File: src/rtl/fp_pkg.sv
// Shared definitions for the mini-float sign/zero resolver: default field widths,
// the operand-width helper and the resolved-result record carried by stage 2.
package fp_pkg;

  localparam int FP_EXP_W     = 3;
  localparam int FP_FRAC_W    = 4;
  // Widest exponent the result record can carry; narrower formats use the low bits.
  localparam int FP_EXP_W_MAX = 16;

  function automatic int fp_width(input int exp_w, input int frac_w);
    return 1 + exp_w + frac_w;
  endfunction

  typedef struct packed {
    logic                    sign;
    logic                    zero;
    logic                    eff_sub;
    logic                    swap;
    logic [FP_EXP_W_MAX-1:0] exp_diff;
  } fp_sign_res_t;

endpackage

File: src/rtl/mag_compare_n.sv
// Unsigned N-bit magnitude comparator, purely combinational.
module mag_compare_n #(
  parameter int N = 4
) (
  input  logic [N-1:0] a,
  input  logic [N-1:0] b,
  output logic         gt,
  output logic         eq
);

  assign gt = (a > b);
  assign eq = (a == b);

endmodule

File: src/rtl/fp_sign_resolve_pipe.sv
// Two-stage sign/zero resolver for mini-float add/sub: exponent work in stage 1,
// fraction compare and final sign/zero/swap resolution in stage 2, globally stalled.
module fp_sign_resolve_pipe
  import fp_pkg::*;
#(
  parameter int EXP_W    = FP_EXP_W,
  parameter int FRAC_W   = FP_FRAC_W,
  parameter int ZERO_ENC = 0,
  localparam int W       = fp_width(EXP_W, FRAC_W)
) (
  input  logic             clk,
  input  logic             rst,
  input  logic             in_valid,
  output logic             in_ready,
  input  logic [W-1:0]     op_a,
  input  logic [W-1:0]     op_b,
  input  logic             mode,
  output logic             out_valid,
  input  logic             out_ready,
  output logic             sign,
  output logic             zero,
  output logic             eff_sub,
  output logic             swap,
  output logic [EXP_W-1:0] exp_diff
);

  logic adv;

  logic              sa_p0, sb_p0, za_p0, zb_p0;
  logic [EXP_W-1:0]  exp_a_p0, exp_b_p0, exp_diff_p0;
  logic [FRAC_W-1:0] frac_a_p0, frac_b_p0;
  logic              exp_gt_p0, exp_eq_p0;

  logic              vld_p1;
  logic              sa_p1, sb_p1, eff_sub_p1, za_p1, zb_p1;
  logic              exp_gt_p1, exp_eq_p1;
  logic [EXP_W-1:0]  exp_diff_p1;
  logic [FRAC_W-1:0] frac_a_p1, frac_b_p1;
  logic              frac_gt_p1, frac_eq_p1;
  fp_sign_res_t      res_p1;

  logic              vld_p2;
  fp_sign_res_t      res_p2;
  logic              unused_exp_hi;

  assign adv      = ~vld_p2 | out_ready;
  assign in_ready = adv;

  function automatic fp_sign_res_t resolve(
    input logic             sa,
    input logic             sb,
    input logic             za,
    input logic             zb,
    input logic             gt,
    input logic             eq,
    input logic [EXP_W-1:0] ediff
  );
    fp_sign_res_t r;
    r                     = '0;
    r.eff_sub             = sa ^ sb;
    r.swap                = ~gt & ~eq;
    r.exp_diff[EXP_W-1:0] = ediff;
    if ((ZERO_ENC != 0) && za && zb) begin
      r.zero = 1'b1;
      r.sign = sa & sb;
    end else if ((ZERO_ENC != 0) && (za ^ zb)) begin
      r.sign = za ? sb : sa;
    end else if (!r.eff_sub) begin
      r.sign = sa;
    end else if (eq) begin
      r.zero = 1'b1;
    end else begin
      r.sign = gt ? sa : sb;
    end
    return r;
  endfunction

  // ---- stage 0: field split, exponent compare and difference
  assign sa_p0     = op_a[W-1];
  assign sb_p0     = op_b[W-1] ^ mode;
  assign exp_a_p0  = op_a[W-2 -: EXP_W];
  assign exp_b_p0  = op_b[W-2 -: EXP_W];
  assign frac_a_p0 = op_a[FRAC_W-1:0];
  assign frac_b_p0 = op_b[FRAC_W-1:0];
  assign za_p0     = ~|op_a[W-2:0];
  assign zb_p0     = ~|op_b[W-2:0];

  mag_compare_n #(.N(EXP_W)) u_exp_cmp (
    .a  (exp_a_p0),
    .b  (exp_b_p0),
    .gt (exp_gt_p0),
    .eq (exp_eq_p0)
  );

  // Subtract the smaller exponent from the larger so the difference never wraps.
  assign exp_diff_p0 = exp_gt_p0 ? (exp_a_p0 - exp_b_p0) : (exp_b_p0 - exp_a_p0);

  always_ff @(posedge clk) begin
    if (rst) begin
      vld_p1      <= 1'b0;
      sa_p1       <= 1'b0;
      sb_p1       <= 1'b0;
      eff_sub_p1  <= 1'b0;
      za_p1       <= 1'b0;
      zb_p1       <= 1'b0;
      exp_gt_p1   <= 1'b0;
      exp_eq_p1   <= 1'b0;
      exp_diff_p1 <= '0;
      frac_a_p1   <= '0;
      frac_b_p1   <= '0;
    end else if (adv) begin
      vld_p1      <= in_valid;
      sa_p1       <= sa_p0;
      sb_p1       <= sb_p0;
      eff_sub_p1  <= sa_p0 ^ sb_p0;
      za_p1       <= za_p0;
      zb_p1       <= zb_p0;
      exp_gt_p1   <= exp_gt_p0;
      exp_eq_p1   <= exp_eq_p0;
      exp_diff_p1 <= exp_diff_p0;
      frac_a_p1   <= frac_a_p0;
      frac_b_p1   <= frac_b_p0;
    end
  end

  // ---- stage 1: fraction compare breaks exponent ties, then resolve
  mag_compare_n #(.N(FRAC_W)) u_frac_cmp (
    .a  (frac_a_p1),
    .b  (frac_b_p1),
    .gt (frac_gt_p1),
    .eq (frac_eq_p1)
  );

  assign res_p1 = resolve(sa_p1, sb_p1, za_p1, zb_p1,
                          exp_gt_p1 | (exp_eq_p1 & frac_gt_p1),
                          exp_eq_p1 & frac_eq_p1,
                          exp_diff_p1);

  always_ff @(posedge clk) begin
    if (rst) begin
      vld_p2 <= 1'b0;
      res_p2 <= '0;
    end else if (adv) begin
      vld_p2 <= vld_p1;
      res_p2 <= res_p1;
    end
  end

  // ---- stage 2: registered outputs
  assign out_valid     = vld_p2;
  assign sign          = res_p2.sign;
  assign zero          = res_p2.zero;
  assign eff_sub       = res_p2.eff_sub;
  assign swap          = res_p2.swap;
  assign exp_diff      = res_p2.exp_diff[EXP_W-1:0];
  assign unused_exp_hi = |(res_p2.exp_diff >> EXP_W);

  // eff_sub_p1 mirrors the resolved eff_sub; kept so stage 1 holds the full operation state.
  logic unused_eff_sub_p1;
  assign unused_eff_sub_p1 = eff_sub_p1;

endmodule
File: config.mk
export PLATFORM = sky130hd
export DESIGN_NAME = fp_sign_resolve_pipe
export DESIGN_NICKNAME = d
export VERILOG_FILES = /design/src/rtl/fp_pkg.sv /design/src/rtl/mag_compare_n.sv /design/src/rtl/fp_sign_resolve_pipe.sv
export SDC_FILE = /design/constraint.sdc
export NUM_CORES = 1
export LEC_CHECK = 0
export ABC_AREA = 1
export CORE_ASPECT_RATIO = 1.75
export CORE_MARGIN = 1
export CORE_UTILIZATION = 50
export DETAILED_ROUTE_END_ITERATION = 8
export PLACE_DENSITY = 0.84
export SYNTH_ARGS = -nofsm -noshare
export SYNTH_HDL_FRONTEND = slang
export SYNTH_SLANG_ARGS = --single-unit
export TNS_END_PERCENT = 50
File: constraint.sdc
create_clock -name clk -period 2.9 [get_ports clk]
set_input_delay 0.58 -clock clk [delete_from_list [all_inputs] [get_ports clk]]
set_output_delay 0.58 -clock clk [all_outputs]
set_load 0.02 [all_outputs]
==> qor.yml, run 1 <==
outcome:
  status: "finished, violations left"
  violations: "design-rule violations"
timing:
  tightest_slew_ns: 0.500
  tns_ns: 0
  slew_headroom: 0.667
  grt_setup_unrepaired: "false"
  fmax_mhz: 422
  slew_viol_final: 0
  clock_skew_ns: 0.00368
  finalCriticalPeriod_ns: 2.37
  hold_viol_final: 0
  period_share: 0.818
  setup_violations: 0
  fin_hold_ws_ns: 0.465
logic_synthesis:
  synth_xor_area_frac: 0.0295
  synth-simple-area-share: 0.171
  muxShareOfSynthArea: 0
  postSynthAreaPerCell_sq_um: 7.71
  synthCells: 154
  syn-num-nets: 186
  synth_top_family_by_area: "simple AND/OR/NAND/NOR gates"
  yosys_warnings: 0
  ys_ff_latch: 24
  synthAdderAreaFrac: 0.129
  seq_area_frac_synth: 0.405
  syn_area_sq_um: 1190
  synthDistinctLibCells: 21
  synth_compound_area_frac: 0.164
die:
  core_region_area_sq_um: 2270
  die_width_um: 38.8
  initial_utilization: 0.522
  pin_count: 30
  die_area_sq_um: 2580
  rows: 23
  die_y_um: 66.5
global_route:
  grt_antenna_before_repair: 0
  grt_pass1_wl_mm: 3.88
  grt_max_degree: 25
  grt_use_total: 0.208
  first_global_vias: 987
  overflow: 0
drt:
  drc: 2
  via_per_inst: 5.14
  drt-pass1-iter-count: 6
  drt_iter0_markers: 25
  wire_per_inst_um: 11.3
  ant_nets: 0
  num_vias: 1070
  wirelength_mm: 2.34
cts:
  clk_latency_ns: 0.27
  cts_buffers: 3
  cts_resized: 0
  clock-sinks: 24
  root_buffer: "clkbuf_8"
  cts_buffer_depth: 2
  cts_tree: "done"
  clkTransAtPathRegs_ns: 0.08
  cts_max_level: 1
  postCtsSetupBuffers: 0
  holdBufCountCts: 0
placement:
  io_buffers: 29
  hpwl_mm: 1.76
  gp_congestion: 0.796
setup_path:
  crit_path_start_kind: "input pin"
  crit_slowest_cell: "clkdlybuf4s50_1"
  critPathRequiredTime_ns: 2.32
  cpLargestDelayFamily: "buffers and inverters"
  cp_max_fo: 2
  crit_chain: "clkdlybuf4s50_1, nor2_4, inv_2, clkdlybuf4s50_1"
  crit_path_frequent_cell: "clkdlybuf4s50_1"
  cp.arrival_ns: 1.79
  path_buf_inv: 3
  cpPeakStageDelay_ns: 0.59
  critical_path_class: "in2out"
  end_kind: "output port"
finish:
  final_cell_mix: "29 x clkdlybuf4s50_1, 24 x dfxtp_1, 22 x inv_1"
  antennaDiodeCount: 0
  num-fill-cells: 197
  layout.nets: 216
  layout_commonest_cell: "clkdlybuf4s50_1"
  drive_gt1_frac: 0.0546
  area_delta_synth_final_pct: 30.0
power_and_ir_drop:
  power.total_w: 0.000775
  power_switching_w: 0.000209
  p_seq_frac: 0.482
  combPwrFrac: 0.226
  leakage_nw: 0.719
  p_per_area_nw_per_um2: 502
  ir_worst_vdd_mv: 0.351
  p_int_w: 0.000566
  power_frac_clock: 0.291
  switching_share: 0.270
worst_hold_path:
  hp-class: "reg2reg"
job:
  cap_violations: 0
[power groups by stage]
stage | registers [W] | clock network (W) | logic [W]
finish | 0.000374 | 0.000226 | 0.000175
global route | 0.000377 | 0.000245 | 0.000200
CTS | 0.000373 | 0.000227 | 0.000177
detailed placement | 0.000381 | 0 | 0.000176
global placement | 0.000379 | 0 | 0.000170
floorplan | 0.000390 | 0 | 0.0000956
[cells in the mapped netlist]
| cell | n | area, sq um |
|---|---|---|
| inv_2 | 1 | 3.75 |
| o21ai_0 | 20 | 100 |
| fa_1 | 2 | 40.0 |
| nand3_1 | 5 | 25.0 |
| o21ai_1 | 1 | 5.00 |
| dfxtp_1 | 24 | 480 |
| nor2_4 | 1 | 11.3 |
| nand3b_1 | 1 | 7.51 |
| nand2_2 | 1 | 6.26 |
| nor2_2 | 1 | 6.26 |
| o211ai_1 | 1 | 7.51 |
| a21oi_1 | 15 | 75.1 |
| nor2_1 | 21 | 78.8 |
| ha_1 | 9 | 113 |
| o21bai_1 | 1 | 7.51 |
| buf_6 | 1 | 11.3 |
| buf_2 | 4 | 20.0 |
| nand2_1 | 18 | 67.6 |
| clkbuf_1 | 1 | 3.75 |
| xnor2_1 | 4 | 35.0 |
| inv_1 | 22 | 82.6 |
[worst reg2reg max path, cell delays in order, from the launching register on]
cell and delay [ns]:
dfxtp_1 0.32, inv_1 0.05, ha_1 0.28, nand2_1 0.09, nor2_2 0.15, nor2_1 0.05
nand2_1 0.08, nand3_1 0.10, nand2_1 0.07, nor2_1 0.04, nor2_1 0.10
[layer usage]
metal	up-vias	GRT usage	routed length (um)
li1	548	-	-
met1	500	0.218	934
met2	17	0.390	1320
met3	5	0.0100	34
met4	0	0.103	49
met5	-	0	0
[logic make-up after synthesis]
family | after synthesis
buffers and inverters | 29
adder cells (fa/ha/maj) | 11
flip-flops | 24
XOR/XNOR | 4
AO/OA/AOI/OAI | 38
AND/OR/NAND/NOR | 48
[final cells by class]
cell class                      instances  area, sq um  share of cell area
Multi-Input combinational cell        101          586               0.379
Sequential cell                        24          480               0.311
Timing Repair Buffer                   31          305               0.198
Inverter                               23         86.3              0.0559
Clock buffer                            4         55.1              0.0357
Tap cell                               25         31.3              0.0203
[path summary, 6_finish.rpt]
check / slack [ns] / endpoint / startpoint / depth (start not counted)
setup / recovery: 0.53 / in_ready / out_ready / 4
hold / removal: 0.46 / out_valid$_SDFFE_PP0P_ / vld_p1$_SDFFE_PP0P_ / 2
setup reg to reg: 1.52 / sign$_SDFFE_PP0P_ / frac_b_p1[3]$_SDFFE_PP0P_ / 10
hold reg to reg: 0.46 / out_valid$_SDFFE_PP0P_ / vld_p1$_SDFFE_PP0P_ / 2
[state kept, by name (all words and copies together), names as in the netlist]
signal / count
frac_b_p1: 4
vld_p1: 1
eff_sub: 1
swap: 1
exp_eq_p1: 1
exp_gt_p1: 1
exp_diff: 3
frac_a_p1: 4
sign: 1
zero: 1
exp_diff_p1: 3
sb_p1: 1
out_valid: 1
sa_p1: 1
[stage by stage]
stage	setup slack (ns)	util	area [sq um]	std cells
after detailed placement	0.533	0.655	1490	204
final	0.528	0.679	1540	208
after floorplan	1.22	-	1190	154
after global routing	0.491	0.679	1540	208
after CTS	0.532	0.679	1540	208
after global placement	0.541	0.655	1490	204
(Power assumes the default switching activity.)
==> inputs of run 2 (changes only) <==
CORE_UTILIZATION = 48   (was 50)
PLACE_DENSITY = 0.81   (was 0.84)
clock period = 2.3 ns   (was 2.9 ns; I/O delays follow)
==> run 2 against run 1 <==
  * The run now ends clean
  * Via count decreased by 2.6%
  * Non-clock buffer count unchanged
  * Hold slack improved by 0.0022 ns
  * Utilization decreased by 1.4 points
  * Critical path type unchanged
==> qor.yml, run 2 (synthesized netlist as in run 1, its figures left out) <==
outcome:
  status: "finished clean"
timing:
  fin_hold_ws_ns: 0.467
  period_share: 0.917
  fmax_mhz: 474
  slew_headroom: 0.673
  grt_setup_unrepaired: "false"
  clock_skew_ns: 0.00141
  hold_viol_final: 0
  tns_ns: 0
  setup_violations: 0
  slew_viol_final: 0
  tightest_slew_ns: 0.490
  finalCriticalPeriod_ns: 2.11
global_route:
  grt_antenna_before_repair: 0
  grt_pass1_wl_mm: 3.80
  first_global_vias: 965
  overflow: 0
  grt_max_degree: 25
  grt_use_total: 0.201
cts:
  cts_buffers: 3
  cts_max_level: 1
  clock-sinks: 24
  cts_tree: "done"
  root_buffer: "clkbuf_8"
  holdBufCountCts: 0
  cts_buffer_depth: 2
  clk_latency_ns: 0.26
  clkTransAtPathRegs_ns: 0.08
  postCtsSetupBuffers: 0
  cts_resized: 0
setup_path:
  cpPeakStageDelay_ns: 0.59
  crit_chain: "clkdlybuf4s50_1, nor2_4, inv_2, clkdlybuf4s50_1"
  cp_max_fo: 2
  crit_path_frequent_cell: "clkdlybuf4s50_1"
  path_buf_inv: 3
  crit_path_start_kind: "input pin"
  crit_path_start: "out_ready"
  critPathRequiredTime_ns: 1.84
  crit_slowest_cell: "clkdlybuf4s50_1"
  cpLargestDelayFamily: "buffers and inverters"
  end_kind: "output port"
  cp.arrival_ns: 1.65
  r2r-start: "frac_b_p1[3]$_SDFFE_PP0P_"
  critical_path_class: "in2out"
drt:
  wire_per_inst_um: 11.0
  via_per_inst: 5.03
  drt_iter0_markers: 15
  wirelength_mm: 2.27
  drt-pass1-iter-count: 4
  drc: 0
  num_vias: 1042
  ant_nets: 0
finish:
  layout.nets: 216
  num-fill-cells: 214
  area_delta_synth_final_pct: 28.9
  final_cell_mix: "29 x clkdlybuf4s50_1, 24 x dfxtp_1, 22 x inv_1"
  largestRegisters: "frac_a_p1 (4), frac_b_p1 (4)"
  antennaDiodeCount: 0
  layout_commonest_cell: "clkdlybuf4s50_1"
  drive_gt1_frac: 0.0495
placement:
  gp_congestion: 0.778
  io_buffers: 29
  hpwl_mm: 1.75
die:
  die_area_sq_um: 2680
  pin_count: 30
  initial_utilization: 0.516
  core_region_area_sq_um: 2300
  rows: 23
  die_width_um: 39.6
  die_y_um: 67.8
power_and_ir_drop:
  ir_worst_vdd_mv: 0.371
  power.total_w: 0.000927
  power_frac_clock: 0.255
  power_switching_w: 0.000250
  switching_share: 0.269
  combPwrFrac: 0.238
  p_per_area_nw_per_um2: 605
  p_int_w: 0.000677
  leakage_nw: 0.712
  p_seq_frac: 0.507
worst_hold_path:
  min_from: "frac_a_p1[0]$_SDFFE_PP0P_"
  hp-class: "reg2reg"
job:
  cap_violations: 0
run 2: cell count changes in the layout (fill, tap and decap cells not counted):
cell      delta
clkbuf_8     -1
run 2: final cells by class:
| class | instances | area [sq um] | area share |
|---|---|---|---|
| Clock buffer | 3 | 41.3 | 0.0270 |
| Inverter | 23 | 86.3 | 0.0564 |
| Multi-Input combinational cell | 101 | 586 | 0.383 |
| Sequential cell | 24 | 480 | 0.314 |
| Tap cell | 25 | 31.3 | 0.0204 |
| Timing Repair Buffer | 31 | 305 | 0.200 |
run 2: routing by layer:
layer,vias to the layer above,GRT usage,wire length [um]
li1,543,-,-
met1,481,0.216,925
met2,14,0.369,1260
met3,4,0.0197,44
met4,0,0.0905,39
met5,-,0,0
run 2: power groups by stage:
stage / Combinational [W] / Clock [W] / Sequential [W]
floorplan: 0.000121 / 0 / 0.000492
CTS: 0.000223 / 0.000241 / 0.000471
finish: 0.000220 / 0.000236 / 0.000470
global placement: 0.000215 / 0 / 0.000478
detailed placement: 0.000222 / 0 / 0.000480
global route: 0.000250 / 0.000254 / 0.000475
run 2: final timing paths:
kind | end | slack [ns] | cells past startpoint
hold / removal | frac_a_p1[0]$_SDFFE_PP0P_ | 0.47 | 2
hold reg to reg | frac_a_p1[0]$_SDFFE_PP0P_ | 0.47 | 2
setup reg to reg | sign$_SDFFE_PP0P_ | 0.88 | 10
setup / recovery | in_ready | 0.19 | 4
run 2: worst reg2reg max path, stage by stage (launching register included):
cell     delay (ns)
dfxtp_1        0.33
inv_1          0.06
ha_1           0.29
nand2_1        0.08
nor2_2         0.15
nor2_1         0.06
nand2_1        0.09
nand3_1        0.10
nand2_1        0.07
nor2_1         0.04
nor2_1         0.10
run 2: stage by stage:
| stage | instances | utilization | worst slack, ns | area, sq um |
|---|---|---|---|---|
| after global routing | 207 | 0.665 | 0.169 | 1530 |
| after global placement | 204 | 0.647 | 0.180 | 1490 |
| after detailed placement | 204 | 0.647 | 0.141 | 1490 |
| after CTS | 207 | 0.665 | 0.184 | 1530 |
| after floorplan | 154 | - | 0.744 | 1190 |
| final | 207 | 0.665 | 0.190 | 1530 |
